==> src/rtl/global_registers_access_master.sv <==
// Initiator for the global configuration register bus: turns one queued command into a
// single-cycle wr/rd strobe and returns read data (or a timeout) over a valid/ready port.
module global_registers_access_master #(
    parameter int TIMEOUT_CYCLES = 16
) (
    input  logic        i_clk,
    input  logic        i_rst,
    input  logic        i_cmd_valid,
    output logic        o_cmd_ready,
    input  logic        i_cmd_wr,
    input  logic [18:0] iv_cmd_addr,
    input  logic        i_cmd_addr_fixed,
    input  logic [31:0] iv_cmd_wdata,
    output logic        o_wr,
    output logic        o_rd,
    output logic [18:0] ov_addr,
    output logic        o_addr_fixed,
    output logic [31:0] ov_wdata,
    input  logic        i_rsp_wr,
    input  logic [18:0] iv_rsp_addr,
    input  logic        i_rsp_addr_fixed,
    input  logic [31:0] iv_rsp_rdata,
    output logic        o_rsp_valid,
    input  logic        i_rsp_ready,
    output logic [18:0] ov_rsp_addr,
    output logic        o_rsp_addr_fixed,
    output logic [31:0] ov_rsp_rdata,
    output logic        o_rsp_timeout,
    output logic [15:0] ov_wr_cnt,
    output logic [15:0] ov_rd_cnt,
    output logic [15:0] ov_timeout_cnt
);

    localparam logic [1:0] S_IDLE  = 2'd0;
    localparam logic [1:0] S_ISSUE = 2'd1;
    localparam logic [1:0] S_WAIT  = 2'd2;
    localparam logic [1:0] S_RSP   = 2'd3;

    localparam logic [7:0] WAIT_LAST = 8'(TIMEOUT_CYCLES - 1);

    logic [1:0]  state_q, state_d;
    logic [7:0]  wait_cnt_q, wait_cnt_d;
    logic [18:0] lat_addr_q, lat_addr_d;
    logic        lat_fixed_q, lat_fixed_d;

    logic        cmd_ready_q, cmd_ready_d;
    logic        wr_q, wr_d, rd_q, rd_d;
    logic [18:0] addr_q, addr_d;
    logic        fixed_q, fixed_d;
    logic [31:0] wdata_q, wdata_d;

    logic        rsp_valid_q, rsp_valid_d;
    logic [18:0] rsp_addr_q, rsp_addr_d;
    logic        rsp_fixed_q, rsp_fixed_d;
    logic [31:0] rsp_rdata_q, rsp_rdata_d;
    logic        rsp_timeout_q, rsp_timeout_d;

    logic [15:0] wr_cnt_q, wr_cnt_d, rd_cnt_q, rd_cnt_d, to_cnt_q, to_cnt_d;

    logic        rsp_match;

    function automatic logic [15:0] sat_inc(input logic [15:0] v);
        return (v == 16'hFFFF) ? v : v + 16'd1;
    endfunction

    assign rsp_match = i_rsp_wr && (iv_rsp_addr == lat_addr_q) && (i_rsp_addr_fixed == lat_fixed_q);

    always_comb begin
        state_d       = state_q;
        wait_cnt_d    = wait_cnt_q;
        lat_addr_d    = lat_addr_q;
        lat_fixed_d   = lat_fixed_q;
        cmd_ready_d   = cmd_ready_q;
        // bus fields idle at zero unless a strobe is issued this cycle
        wr_d          = 1'b0;
        rd_d          = 1'b0;
        addr_d        = '0;
        fixed_d       = 1'b0;
        wdata_d       = '0;
        rsp_valid_d   = rsp_valid_q;
        rsp_addr_d    = rsp_addr_q;
        rsp_fixed_d   = rsp_fixed_q;
        rsp_rdata_d   = rsp_rdata_q;
        rsp_timeout_d = rsp_timeout_q;
        wr_cnt_d      = wr_cnt_q;
        rd_cnt_d      = rd_cnt_q;
        to_cnt_d      = to_cnt_q;

        case (state_q)
            S_IDLE: begin
                cmd_ready_d = 1'b1;
                if (cmd_ready_q && i_cmd_valid) begin
                    cmd_ready_d = 1'b0;
                    state_d     = S_ISSUE;
                    wr_d        = i_cmd_wr;
                    rd_d        = !i_cmd_wr;
                    addr_d      = iv_cmd_addr;
                    fixed_d     = i_cmd_addr_fixed;
                    wdata_d     = i_cmd_wr ? iv_cmd_wdata : 32'd0;
                    lat_addr_d  = iv_cmd_addr;
                    lat_fixed_d = i_cmd_addr_fixed;
                end
            end
            S_ISSUE: begin
                if (wr_q) begin
                    state_d     = S_IDLE;
                    cmd_ready_d = 1'b1;
                    wr_cnt_d    = sat_inc(wr_cnt_q);
                end else begin
                    state_d    = S_WAIT;
                    wait_cnt_d = '0;
                end
            end
            S_WAIT: begin
                // a match on the final wait cycle still counts as data
                if (rsp_match) begin
                    state_d       = S_RSP;
                    rsp_valid_d   = 1'b1;
                    rsp_addr_d    = lat_addr_q;
                    rsp_fixed_d   = lat_fixed_q;
                    rsp_rdata_d   = iv_rsp_rdata;
                    rsp_timeout_d = 1'b0;
                    rd_cnt_d      = sat_inc(rd_cnt_q);
                end else if (wait_cnt_q == WAIT_LAST) begin
                    state_d       = S_RSP;
                    rsp_valid_d   = 1'b1;
                    rsp_addr_d    = lat_addr_q;
                    rsp_fixed_d   = lat_fixed_q;
                    rsp_rdata_d   = '0;
                    rsp_timeout_d = 1'b1;
                    to_cnt_d      = sat_inc(to_cnt_q);
                end else begin
                    wait_cnt_d = wait_cnt_q + 8'd1;
                end
            end
            default: begin
                if (i_rsp_ready) begin
                    state_d       = S_IDLE;
                    cmd_ready_d   = 1'b1;
                    rsp_valid_d   = 1'b0;
                    rsp_addr_d    = '0;
                    rsp_fixed_d   = 1'b0;
                    rsp_rdata_d   = '0;
                    rsp_timeout_d = 1'b0;
                end
            end
        endcase
    end

    always_ff @(posedge i_clk) begin
        if (i_rst) begin
            state_q       <= S_IDLE;
            wait_cnt_q    <= '0;
            lat_addr_q    <= '0;
            lat_fixed_q   <= 1'b0;
            cmd_ready_q   <= 1'b0;
            wr_q          <= 1'b0;
            rd_q          <= 1'b0;
            addr_q        <= '0;
            fixed_q       <= 1'b0;
            wdata_q       <= '0;
            rsp_valid_q   <= 1'b0;
            rsp_addr_q    <= '0;
            rsp_fixed_q   <= 1'b0;
            rsp_rdata_q   <= '0;
            rsp_timeout_q <= 1'b0;
            wr_cnt_q      <= '0;
            rd_cnt_q      <= '0;
            to_cnt_q      <= '0;
        end else begin
            state_q       <= state_d;
            wait_cnt_q    <= wait_cnt_d;
            lat_addr_q    <= lat_addr_d;
            lat_fixed_q   <= lat_fixed_d;
            cmd_ready_q   <= cmd_ready_d;
            wr_q          <= wr_d;
            rd_q          <= rd_d;
            addr_q        <= addr_d;
            fixed_q       <= fixed_d;
            wdata_q       <= wdata_d;
            rsp_valid_q   <= rsp_valid_d;
            rsp_addr_q    <= rsp_addr_d;
            rsp_fixed_q   <= rsp_fixed_d;
            rsp_rdata_q   <= rsp_rdata_d;
            rsp_timeout_q <= rsp_timeout_d;
            wr_cnt_q      <= wr_cnt_d;
            rd_cnt_q      <= rd_cnt_d;
            to_cnt_q      <= to_cnt_d;
        end
    end

    assign o_cmd_ready      = cmd_ready_q;
    assign o_wr             = wr_q;
    assign o_rd             = rd_q;
    assign ov_addr          = addr_q;
    assign o_addr_fixed     = fixed_q;
    assign ov_wdata         = wdata_q;
    assign o_rsp_valid      = rsp_valid_q;
    assign ov_rsp_addr      = rsp_addr_q;
    assign o_rsp_addr_fixed = rsp_fixed_q;
    assign ov_rsp_rdata     = rsp_rdata_q;
    assign o_rsp_timeout    = rsp_timeout_q;
    assign ov_wr_cnt        = wr_cnt_q;
    assign ov_rd_cnt        = rd_cnt_q;
    assign ov_timeout_cnt   = to_cnt_q;

endmodule

==> config.mk <==
export PLATFORM = sky130hd
export DESIGN_NAME = global_registers_access_master
export DESIGN_NICKNAME = d
export VERILOG_FILES = /design/src/rtl/global_registers_access_master.sv
export SDC_FILE = /design/constraint.sdc
export NUM_CORES = 1
export LEC_CHECK = 0
export ABC_AREA = 1
export BUFFER_PORTS_ARGS = -buffer_cell sky130_fd_sc_hd__buf_4
export CORE_MARGIN = 1
export CORE_UTILIZATION = 46
export CTS_CLUSTER_DIAMETER = 30
export DETAILED_ROUTE_END_ITERATION = 16
export PLACE_DENSITY = 0.82
export SYNTH_ARGS = -nofsm -noshare
export SYNTH_HDL_FRONTEND = slang
export SYNTH_SLANG_ARGS = --single-unit
==> constraint.sdc <==
create_clock -name i_clk -period 1.6 [get_ports i_clk]
set_clock_uncertainty 0.05 [all_clocks]
set_input_delay 0.32 -clock i_clk [delete_from_list [all_inputs] [get_ports i_clk]]
set_output_delay 0.32 -clock i_clk [all_outputs]
set_load 0.02 [all_outputs]
==> impl_results.md <==
* Outcome: complete, but fails checks
* Failing checks: setup timing
* # setup viols final at 103
* R2R cell count at 12
* Reg power frac at 37.4%
* Slew HR at 64.3%
* Synth Flop Type: dfxtp_1
* Crit Path Max Fanout at 8
* Synth top area cells: dfxtp_1 (46%), nand2_1 (11%), nor2_1 (8.6%), inv_1 (7.4%), a21oi_1 (4.2%)
* Leakage at 6.03 nW
* Final #Nets at 1617
* Most common cell in the netlist: nand2_1
* Final Instance Area at 12900 µm²
* First-pass GRT wire length at 41100 µm
* Initial antenna violation count at 0
* Antenna Nets Post-Route at 0
* Setup TNS at -17970 ps
* DR iter-0 viols at 709
* Synth cell count leaders: nand2_1 (243), dfxtp_1 (187), nor2_1 (187), inv_1 (160), a21oi_1 (69)
* Area leader, netlist: dfxtp_1
* Average wire per standard cell at 16.2 µm
* MaxCap Viol Count at 0
* Post-Route Utilization at 74.7%
* Required time of the critical path at 1880 ps
* Inserted Clock Buffers at 17
* Sequential element share of the synthesized area at 46.1%
* GRT Total Usage at 28.6%
* Largest family of logic cells by synthesized area: simple AND/OR/NAND/NOR gates
* Ys async rst share at 0%
* Core area at 17300 µm²
* Int Power at 9.27 mW
* Placer Congestion at 0.888
* Post-Synth Simple-Gate Area at 30.9%
* Sw power at 5.04 mW
* Post-synth cell types at 33
* Worst setup endpoint: ov_rsp_rdata[23]
* RSZ-0062 raised after global routing: yes
* EDFF count, synth at 0
* Hold WC Path Type: in2reg
* Compound-cell area share of the yosys netlist at 7.76%
* Placed instance area at 11100 µm²
* F_max at 525 MHz
* Post-DP HPWL at 17300 µm
* Crit. End Element: register
* Pin count of the biggest net entering global routing at 54
* IO Count at 267
* Reg-to-Reg Start: lat_addr_q[12]
* Initial Utilization at 47.0%
* CP startpoint: lat_addr_q[12]
* Syn Nets at 1253
* Sw frac at 35.2%
* Die Area at 18200 µm²
* Dpl cells at 1675
* Drc violations at 0
* Mapped Cells at 1139
* Finished Layout Cells at 1741
* Hold Vio Cnt, Final at 0
* Min Clock Period, post-route at 1910 ps
* Critical Path AT at 2190 ps
* Yosys reg bits at 187
* Post-Synth Adder-Cell Area at 0.616%
* Grt ovf at 0
* Via/cell ratio at 5.23
* TritonCTS clock tree: built
* Tightest Pin Transition at 536 ps
* Clock power frac at 29.1%
* Setup crit start kind: register
* Clock Latency Late Sink at 430 ps
* CP Class: reg2reg
* Synthesized area at 8130 µm²
* Combinational power share at 33.5%
* Final slew viol count at 0
* Post-Syn Area per Cell at 7.14 µm²
* Multiplexer share of the synthesized area at 0%
* Cell row count at 48
* Flop-to-flop setup slack at -310 ps
* Port buffer count at 266
* Reg2reg end: ov_rsp_rdata[23]
* Vias in the first global route at 8385
* Xor and xnor area share after synthesis at 3.88%
* H-tree levels at 4
* # diodes at 0
* Layout cells sized above 1 at 41.4%
* Yosys warns at 0
* Final setup margin at -306 ps
* Die Ht at 135 µm
* Clock sink count at 187
* Pwr dens at 1110 nW/µm²
* Clock transition at path regs at 80 ps
* Initial DRT Pass Iterations at 5
* VDD IR max at 0.000822 V
* Crit share post-route at 119%
* Yosys top cell area share at 46.1%
* Max clock buf depth at 2
* DIE WIDTH at 135 µm
* Synth-to-layout area growth at 58.9%
* Clk Tree Root Cell: clkbuf_16
* Via Count at 9107
* Final WL at 28100 µm
-- registers in the layout (all words and copies together) (netlist names), 8 cells and up --
name	flops
ov_wdata	32
wait_cnt_q	8
ov_rsp_addr	19
ov_rd_cnt	16
ov_rsp_rdata	32
ov_timeout_cnt	16
ov_wr_cnt	16
lat_addr_q	19
ov_addr	19
-- metal layers --
layer | part of all wire [%] | vias up | wire length [µm] | global-route usage [%]
li1 | - | 4321 | - | -
met5 | 0 | - | 0 | 0
met1 | 37 | 4203 | 10500 | 32.9
met3 | 7.8 | 101 | 2200 | 7.66
met2 | 50 | 482 | 14200 | 49.7
met4 | 4.3 | 0 | 1220 | 12.5
-- cell type report --
class	count	area, µm²
clock buffers	19	453
fillers	1185	4380
multi-input cells	742	4280
repair buffers	393	3380
clock inverters	13	118
well taps	225	282
inverters	162	614
flip-flops and latches	187	3790
-- worst min-delay path by stage --
stage | from | end | slack [ps] | depth (start not counted)
after CTS | i_cmd_wr | o_rd | 10 | 2
after global routing | i_cmd_wr | o_rd | 3 | 2
after detailed placement | ov_rsp_rdata[12] | ov_rsp_rdata[12] | 400 | 2
final | i_cmd_wr | o_rd | 20 | 2
after global placement | o_rsp_timeout | o_rsp_timeout | 400 | 2
after floorplan | i_cmd_wr | o_rd | 340 | 1
-- stage by stage --
stage	total power [mW]	worst slack, ps	hold WS, ps
CTS	13.4	-186	10.8
detailed placement	8.73	-314	404
finish	14.3	-306	23.9
global route	14.9	-447	2.72
floorplan	7.39	-12.6	342
global placement	8.65	-259	398
-- placed cells by master, fill, tap and decap left out, types with 14 or more instances in the layout --
cell type    n
a21oi_1     41
a21oi_2     27
buf_4      353
clkbuf_16   20
dfxtp_1    159
dfxtp_2     22
inv_1      155
nand2_1    193
nand2_2     37
nand2_4     16
nand3_1     54
nand3_2     14
nand4_1     46
nor2_1     154
nor2_2      21
nor2_4      21
o22ai_1     20
xnor2_1     16
xor2_1      20
-- critical path, stage by stage (launching register included) --
cell and delay [ps]:
dfxtp_1 380, nand2_1 100, inv_1 60, nor2_1 40, nor2_2 150, nand2_2 90, nor2_4 130, nand3_4 110
nand2_8 120, nand2_8 110, clkbuf_16 210, nor2_2 160, nor2_1 80
-- cell families after synthesis --
logic type | Yosys count
xor+xnor | 36
compound gates | 120
fa+ha+maj | 4
flops | 187
simple gates | 578
buf+inv | 214
-- timing repair --
action	in CTS	in global routing
endpoints found under the setup margin	108	111
gates resized for setup	82	142
hold buffers	0	0
hold endpoints to repair	0	0
setup buffers	8	9
pin swaps	19	60
gates cloned	12	6
-- power by group through the flow --
stage / Clock [mW] / Combinational [mW] / Sequential (mW)
6_report: 4.16 / 4.80 / 5.36
5_1_grt: 4.41 / 5.08 / 5.39
4_1_cts: 4.18 / 3.96 / 5.31
3_5_place_dp: 0 / 3.34 / 5.39
3_3_place_gp: 0 / 3.27 / 5.38
2_1_floorplan: 0 / 1.69 / 5.70
Power figures use the tool's default switching activity.
